<file path="config.mk">
export PLATFORM = sky130hd
export DESIGN_NAME = fp_alu_cmd_master
export DESIGN_NICKNAME = d
export VERILOG_FILES = /design/src/rtl/fp_alu_cmd_master.sv
export SDC_FILE = /design/constraint.sdc
export NUM_CORES = 1
export LEC_CHECK = 0
export CORE_ASPECT_RATIO = 0.7
export CORE_MARGIN = 2
export CORE_UTILIZATION = 37
export DETAILED_ROUTE_END_ITERATION = 7
export GPL_TIMING_DRIVEN = 0
export PLACE_DENSITY_LB_ADDON = 0.2
export SLEW_MARGIN = 20
export SYNTH_ARGS = -nofsm -noshare
export SYNTH_HDL_FRONTEND = slang
export SYNTH_SLANG_ARGS = --single-unit
export TNS_END_PERCENT = 1
</file>
<file path="constraint.sdc">
create_clock -name clk -period 1.8 [get_ports clk]
set_clock_uncertainty 0.15 [all_clocks]
set_input_delay 0.18 -clock clk [delete_from_list [all_inputs] [get_ports clk]]
set_output_delay 0.18 -clock clk [all_outputs]
set_load 0.1 [all_outputs]
</file>
<file path="src/rtl/fp_alu_cmd_master.sv">
`default_nettype none
// ---------------------------------------------------------------------------
// fp_alu_cmd_master : valid/ready command initiator for the FP ALU  (rev 1.0)
// Optional sticky-flag accumulator enabled by FP_ALU_STICKY_FLAGS_EN.
// ---------------------------------------------------------------------------
module fp_alu_cmd_master #(
  parameter int ALU_LATENCY = 2,
  parameter int TAG_W       = 4
) (
  input  logic             clk,
  input  logic             rst_n,
  input  logic             cmd_valid,
  output logic             cmd_ready,
  input  logic [2:0]       cmd_op,
  input  logic [31:0]      cmd_a,
  input  logic [31:0]      cmd_b,
  input  logic [TAG_W-1:0] cmd_tag,
  output logic [31:0]      alu_operand_a,
  output logic [31:0]      alu_operand_b,
  output logic [2:0]       alu_operation,
  input  logic [31:0]      alu_result,
  input  logic             alu_exception,
  input  logic             alu_overflow,
  input  logic             alu_underflow,
  output logic             rsp_valid,
  input  logic             rsp_ready,
  output logic [31:0]      rsp_result,
  output logic [2:0]       rsp_flags,
  output logic [TAG_W-1:0] rsp_tag,
  output logic             busy,
  input  logic             sticky_clr,
  output logic [2:0]       sticky_flags
);

  typedef enum logic [1:0] {
    IDLE  = 2'd0,
    ISSUE = 2'd1,
    RESP  = 2'd2
  } state_t;

  localparam logic [3:0] C_CNT_LOAD = 4'(ALU_LATENCY - 1);

  state_t            state_q, state_d;
  logic [2:0]        op_q, op_d;
  logic [31:0]       a_q, a_d;
  logic [31:0]       b_q, b_d;
  logic [TAG_W-1:0]  tag_q, tag_d;
  logic [3:0]        cnt_q, cnt_d;
  logic              rsp_valid_q, rsp_valid_d;
  logic [31:0]       rsp_result_q, rsp_result_d;
  logic [2:0]        rsp_flags_q, rsp_flags_d;

  always_ff @(posedge clk or negedge rst_n) begin
    if (!rst_n) begin
      state_q      <= IDLE;
      op_q         <= 3'd0;
      a_q          <= 32'd0;
      b_q          <= 32'd0;
      tag_q        <= '0;
      cnt_q        <= 4'd0;
      rsp_valid_q  <= 1'b0;
      rsp_result_q <= 32'd0;
      rsp_flags_q  <= 3'd0;
    end else begin
      state_q      <= state_d;
      op_q         <= op_d;
      a_q          <= a_d;
      b_q          <= b_d;
      tag_q        <= tag_d;
      cnt_q        <= cnt_d;
      rsp_valid_q  <= rsp_valid_d;
      rsp_result_q <= rsp_result_d;
      rsp_flags_q  <= rsp_flags_d;
    end
  end

  always_comb begin
    state_d      = state_q;
    op_d         = op_q;
    a_d          = a_q;
    b_d          = b_q;
    tag_d        = tag_q;
    cnt_d        = cnt_q;
    rsp_valid_d  = rsp_valid_q;
    rsp_result_d = rsp_result_q;
    rsp_flags_d  = rsp_flags_q;
    case (state_q)
      IDLE: begin
        if (cmd_valid) begin
          tag_d = cmd_tag;
          if (cmd_op != 3'd0) begin
            // Operands only move for legal ops, so the ALU never sees illegal traffic.
            op_d    = cmd_op;
            a_d     = cmd_a;
            b_d     = cmd_b;
            cnt_d   = C_CNT_LOAD;
            state_d = ISSUE;
          end else begin
            rsp_result_d = 32'd0;
            rsp_flags_d  = 3'b100;
            rsp_valid_d  = 1'b1;
            state_d      = RESP;
          end
        end
      end
      ISSUE: begin
        if (cnt_q == 4'd0) begin
          rsp_result_d = alu_result;
          rsp_flags_d  = {alu_exception, alu_overflow, alu_underflow};
          rsp_valid_d  = 1'b1;
          state_d      = RESP;
        end else begin
          cnt_d = cnt_q - 4'd1;
        end
      end
      RESP: begin
        if (rsp_ready) begin
          rsp_valid_d = 1'b0;
          state_d     = IDLE;
        end
      end
      default: state_d = IDLE;
    endcase
  end

  assign cmd_ready     = (state_q == IDLE);
  assign busy          = (state_q != IDLE);
  assign alu_operation = (state_q == ISSUE) ? op_q : 3'd0;
  assign alu_operand_a = a_q;
  assign alu_operand_b = b_q;
  assign rsp_valid     = rsp_valid_q;
  assign rsp_result    = rsp_result_q;
  assign rsp_flags     = rsp_flags_q;
  assign rsp_tag       = tag_q;

`ifdef FP_ALU_STICKY_FLAGS_EN
  logic       capture_w;
  logic [2:0] sticky_q, sticky_d;

  assign capture_w = ((state_q == ISSUE) && (cnt_q == 4'd0)) ||
                     ((state_q == IDLE) && cmd_valid && (cmd_op == 3'd0));

  // A clear coinciding with a capture keeps only the fresh flags.
  always_comb begin
    sticky_d = sticky_q;
    if (capture_w)
      sticky_d = sticky_clr ? rsp_flags_d : (sticky_q | rsp_flags_d);
    else if (sticky_clr)
      sticky_d = 3'b000;
  end

  always_ff @(posedge clk or negedge rst_n) begin
    if (!rst_n) sticky_q <= 3'b000;
    else        sticky_q <= sticky_d;
  end

  assign sticky_flags = sticky_q;
`else
  logic unused_sticky_clr;
  assign unused_sticky_clr = sticky_clr;
  assign sticky_flags      = 3'b000;
`endif

endmodule
`default_nettype wire

</file>
==> impl_metrics.toml, run 1 <==
[run_status]
status = "finished with violations"
violations = "setup timing"

[die]
fp.dieH_um = 97.1
rows = 33
design.core.area_sq_um = 11900
die-area_sq_um = 13300
fp.dieW_um = 137
ioPinCount = 223
initial_core_util = 0.386

[clock_tree]
cts-buffers-inserted = 17
clkSinkCount = 113
clock_path_buffers = 2
cts_root_buffer = "clkbuf_16"
worstSkewPairLatency_ns = 0.40
htreeDepth = 4
path_clk_slew_ns = 0.06
tritoncts = "yes"

[synth]
synth_ff_type = "dfrtp_1"
async_flop_share = 1.00
syn_avg_cell_area_sq_um = 15.9
yosysSeqAreaShare = 0.617
synth_commonest_cells = "dfrtp_1 (113), mux2_4 (49), a22o_1 (35)"
synth_area_sq_um = 4580
synth-edff-count = 0
synth.distinct_cells = 32
synth_top_cell_area_share = 0.617
ys_warn_count = 0
synth_cells = 289
yosysMostFrequentCell = "dfrtp_1"
synth_seq_cells = 113
yosys-top-cells-area = "dfrtp_1 (62%), mux2_4 (16%), a22o_1 (6.7%), mux2_2 (3.2%), buf_12 (2.6%)"
synth.largest_area_cell = "dfrtp_1"

[drt]
wire_per_inst_um = 17.1
vias = 3277
finalWirelength_um = 12200
drt_iter0_drc = 85
routed_via_density = 4.61
remaining_drc_errors = 0
dr.pass1.iters = 4
postRouteAntennaNets = 0

[worst_setup_path]
critPathArrivalTime_ns = 2.12
start_kind = "flip-flop"
path_max_fanout = 10
critPathKind = "flip-flop to flip-flop"
end_kind = "flip-flop"
critPathRequiredTime_ns = 1.93

[grt]
gr-total-overflow = 0
antenna_found_initial = 0
grt_max_degree = 66
grt_pass1_vias = 3549
grt_pass1_wl_um = 19300
grt_usage = 0.189

[sta]
finalCritPeriodShare = 1.10
setup_tns_ns = -13.80
report.final.slew_viol_count = 0
setup_viol = 101
rsz0062_at_grt = "true"
max_freq_mhz = 503
slew_headroom = 0.565
final.setup.worst_slack_ns = -0.189
min_period_ns = 1.99
hold_violations = 0
worst_pin_slew_ns = 0.647

[placement]
gp_congestion = 0.747
io_buffers = 218
hpwl_um = 8620

[finish]
finalNetCount = 655
fillers = 822
drive_gt1_frac = 0.453
syn_to_final_growth_pct = 74.0
n_antenna_cell = 0

[hold_path]
hp-class = "primary input to flip-flop"

[run]
drv.max_cap_violation_count = 0
## final timing paths
path	startpoint	to	slack, ns	depth (start not counted)
hold reg to reg	rsp_tag[0]$_DFFE_PN0P_	rsp_tag[0]$_DFFE_PN0P_	0.34	2
min in group asynchronous	rst_n	alu_operand_b[15]$_DFFE_PN0P_	0.19	2
max in group asynchronous	rst_n	alu_operand_b[13]$_DFFE_PN0P_	0.67	3
setup reg to reg	state_q[0]$_DFFE_PN0P_	alu_operand_a[22]$_DFFE_PN0P_	-0.19	6
hold / removal	cmd_tag[0]	rsp_tag[0]$_DFFE_PN0P_	0.16	3
setup / recovery	state_q[0]$_DFFE_PN0P_	alu_operand_a[22]$_DFFE_PN0P_	-0.19	6
## logic make-up (layout without fill, tap and decap cells)
| kind of cell | count (synthesis) | in the layout | share of synthesized area |
|---|---|---|---|
| AOI/OAI and AO/OA | 48 | 48 | 0.0873 |
| adders and majority gates | 2 | 2 | 0.00546 |
| buffers and inverters | 25 | 288 | 0.0469 |
| DFF | 113 | 113 | 0.617 |
| muxes | 66 | 66 | 0.202 |
| other | 1 | 3 | 0.000818 |
| and+or+nand+nor | 34 | 34 | 0.0404 |
## sequential cells by signal (all words and copies together), names as in the netlist
signal	count
alu_operand_a	32
alu_operand_b	32
rsp_result	32
cnt_q	4
state_q	2
op_q	3
rsp_flags	3
rsp_valid	1
rsp_tag	4
## worst max-delay path, cell delays in order (launching register included)
cell and delay (ns):
dfrtp_2 0.41, or3b_1 0.39, buf_6 0.14, nor2_4 0.15
buf_12 0.16, buf_12 0.15, mux2_4 0.31
## per-stage QoR
step	instance area, sq um	instances	utilization	setup slack (ns)	hold slack (ns)
finish	7980	711	0.671	-0.189	0.162
global route	7980	711	0.671	-0.243	0.160
CTS	7960	711	0.670	-0.213	0.148
detailed placement	7010	667	0.589	-0.732	0.0544
global placement	6980	666	0.587	-4.27	0.314
floorplan	4600	291	-	-0.112	-0.266
## what timing repair did
action	in CTS	in global routing
endpoints found under the hold margin	64	0
gates resized for setup	382	5
cloned	1	0
setup endpoints to repair	215	108
pin swaps	5	4
buffers inserted	11	0
hold buffers	1	0
## area by class of cell
| class | count | area, sq um | area share |
|---|---|---|---|
| clock buffers | 20 | 447 | 0.0560 |
| inverters | 7 | 26.3 | 0.00329 |
| repair buffers | 232 | 2510 | 0.315 |
| plain buffers | 18 | 236 | 0.0296 |
| clock inverters | 11 | 115 | 0.0144 |
| well taps | 157 | 196 | 0.0246 |
| flip-flops and latches | 113 | 2830 | 0.355 |
| multi-input cells | 153 | 1610 | 0.202 |
## cells in the final DEF, fill, tap and decap left out, types with 3 or more instances in the layout
master and n:
dfrtp_1 111, clkdlybuf4s50_1 108, clkdlybuf4s15_2 105, mux2_4 54
a22o_1 35, clkbuf_16 17, nand2_1 15, buf_4 13
mux2_2 12, buf_6 11, buf_12 10, clkinv_2 6
inv_1 5, nor3_1 4, nor2_4 3, and2_4 3
a21oi_1 3, conb_1 3
## layer usage
| metal | part of all wire | vias to the layer above | GRT usage |
|---|---|---|---|
| li1 | - | 1545 | - |
| met1 | 0.44 | 1563 | 0.248 |
| met2 | 0.45 | 160 | 0.286 |
| met3 | 0.10 | 9 | 0.0809 |
| met4 | 0.0076 | 0 | 0.0531 |
| met5 | 0 | - | 0 |
Power of run 1 is not shown: default switching activity piles up to over one toggle a cycle in this logic, so the estimate is an artifact.
==> inputs of run 2 (changes only) <==
--- a/config.mk
+++ b/config.mk
@@ -11,7 +11,7 @@
 export DETAILED_ROUTE_END_ITERATION = 7
 export GPL_TIMING_DRIVEN = 0
 export PLACE_DENSITY_LB_ADDON = 0.2
-export SLEW_MARGIN = 20
+export SLEW_MARGIN = 10
 export SYNTH_ARGS = -nofsm -noshare
 export SYNTH_HDL_FRONTEND = slang
 export SYNTH_SLANG_ARGS = --single-unit
==> results of run 2 <==
The final DEF is identical to that of run 1; final timing and power are the same.
Power of run 2 is left out for the same reason.
==> inputs of run 3 (changes only) <==
--- a/config.mk
+++ b/config.mk
@@ -11,7 +11,8 @@
 export DETAILED_ROUTE_END_ITERATION = 7
 export GPL_TIMING_DRIVEN = 0
 export PLACE_DENSITY_LB_ADDON = 0.2
-export SLEW_MARGIN = 10
+export SKIP_CTS_REPAIR_TIMING = 1
+export SLEW_MARGIN = 20
 export SYNTH_ARGS = -nofsm -noshare
 export SYNTH_HDL_FRONTEND = slang
 export SYNTH_SLANG_ARGS = --single-unit
==> run 3 against run 2 <==
Effect of this change:
- the flow still finishes with violations (setup timing)
- setup slack lost 0.045 ns
- global-route usage shrank 0.96 points
- die area did not move
- highest routed layer unchanged
- utilization shrank 6.4 points
- first-iteration DRC count increased by 4.7%
==> impl_metrics.toml, run 3 (same netlist as run 1, synthesis figures left out) <==
[grt]
grt_usage = 0.180
antenna_found_initial = 0
grt_pass1_wl_um = 18300
grt_max_degree = 66
grt_pass1_vias = 3394
gr-total-overflow = 0

[worst_setup_path]
critPathRequiredTime_ns = 1.93
rr_startpoint = "state_q[1]$_DFFE_PN0P_"
crit_chain = "or3b_1 -> buf_2 -> nor2_4 -> buf_12 -> buf_12 -> mux2_4"
path_max_fanout = 10
cp_slowest_stage_delay_ns = 0.46
end_kind = "flip-flop"
cp_common_cell = "buf_12"
start_kind = "flip-flop"
critPathArrivalTime_ns = 2.16
ff2ff_setup_slack_ns = -0.23
reg2reg_to = "alu_operand_a[22]$_DFFE_PN0P_"
critPathKind = "flip-flop to flip-flop"
worst-r2r-cell-count = 6
crit_path_top_delay_cell = "dfrtp_2"

[run]
drv.max_cap_violation_count = 0

[finish]
register_area_sq_um = 2830
finalNetCount = 651
multi_input_comb_area_sq_um = 1600
n_antenna_cell = 0
mostFrequentLayoutCell = "dfrtp_1"
mostFrequentLayoutCells = "dfrtp_1 (111), clkdlybuf4s50_1 (108), clkbuf_2 (105)"
fillers = 940
syn_to_final_growth_pct = 57.4
fin_util = 0.607
finalInstanceArea_sq_um = 7210
drive_gt1_frac = 0.444

[die]
rows = 33
die-area_sq_um = 13300
design.core.area_sq_um = 11900
fp.dieW_um = 137
ioPinCount = 223
fp.dieH_um = 97.1
initial_core_util = 0.386

[drt]
top_layer = "met4"
dr.pass1.iters = 4
routed_via_density = 4.64
drt_iter0_drc = 89
vias = 3277
wl_met3_um = 1210
postRouteAntennaNets = 0
wl_met2_um = 5340
wire_per_inst_um = 17.0
drt-met1-wl_um = 5360
remaining_drc_errors = 0
finalWirelength_um = 12000

[placement]
io_buffers = 218
place_area_sq_um = 7010
gp_congestion = 0.747
hpwl_um = 8620

[clock_tree]
tritoncts = "yes"
cts_root_buffer = "clkbuf_16"
worstSkewPairLatency_ns = 0.40
cts-buffers-inserted = 17
path_clk_slew_ns = 0.05
htreeDepth = 4
clkSinkCount = 113
clock_path_buffers = 2

[sta]
final.setup.worst_slack_ns = -0.234
slew_headroom = 0.588
worst_pin_slew_ns = 0.614
min_period_ns = 2.03
hold_violations = 0
hold-worst-slack_ns = 0.160
max_freq_mhz = 492
report.final.slew_viol_count = 0
rsz0062_at_grt = "true"
setup_tns_ns = -14.31
setup_viol = 97
finalCritPeriodShare = 1.13

[run_status]
status = "finished with violations"
violations = "setup timing"

[hold_path]
min_to = "rsp_tag[0]$_DFFE_PN0P_"
holdPathStages = 3
hp-class = "primary input to flip-flop"
hp-start = "cmd_tag[0]"
==> run 3: changes by cell type in the layout (fill, tap and decap cells not counted), sizes merged <==
cell and delta:
clkdlybuf4s15 -105, clkbuf +105, buf -4
==> run 3: per-layer routing <==
| layer | up-vias | GRT usage |
|---|---|---|
| li1 | 1527 | - |
| met1 | 1578 | 0.237 |
| met3 | 8 | 0.0782 |
| met4 | 0 | 0.0523 |
| met2 | 164 | 0.269 |
| met5 | - | 0 |
==> run 3: how the worst max path moves through the flow <==
| stage | start | slack, ns | endpoint |
|---|---|---|---|
| floorplan | state_q[1]$_DFFE_PN0P_ | -0.11 | alu_operand_a[0]$_DFFE_PN0P_ |
| global placement | rst_n | -4.27 | state_q[1]$_DFFE_PN0P_ |
| detailed placement | state_q[0]$_DFFE_PN0P_ | -0.73 | alu_operation[0] |
| CTS | state_q[0]$_DFFE_PN0P_ | -1.18 | alu_operation[0] |
| global route | state_q[1]$_DFFE_PN0P_ | -0.29 | alu_operand_a[22]$_DFFE_PN0P_ |
| finish | state_q[1]$_DFFE_PN0P_ | -0.23 | alu_operand_a[22]$_DFFE_PN0P_ |
==> run 3: cell type report <==
type,count,area share
repair buffers,228,0.247
plain buffers,18,0.0300
clock inverters,11,0.0160
flip-flops and latches,113,0.392
inverters,7,0.00364
well taps,157,0.0272
multi-input cells,153,0.222
clock buffers,20,0.0619
==> run 3: through the flow <==
step | setup WS (ns) | instances
2_1_floorplan | -0.112 | 291
4_1_cts | -1.18 | 698
6_report | -0.234 | 707
3_3_place_gp | -4.27 | 666
3_5_place_dp | -0.732 | 667
5_1_grt | -0.287 | 707
==> run 3: critical path: cells and delay by family, from the launching register on <==
kind | cells | cell delay [ns]
buffers and inverters | 3 | 0.50
AND/OR/NAND/NOR | 2 | 0.50
flip-flops | 1 | 0.46
multiplexers | 1 | 0.31
Power of run 3 is left out for the same reason.
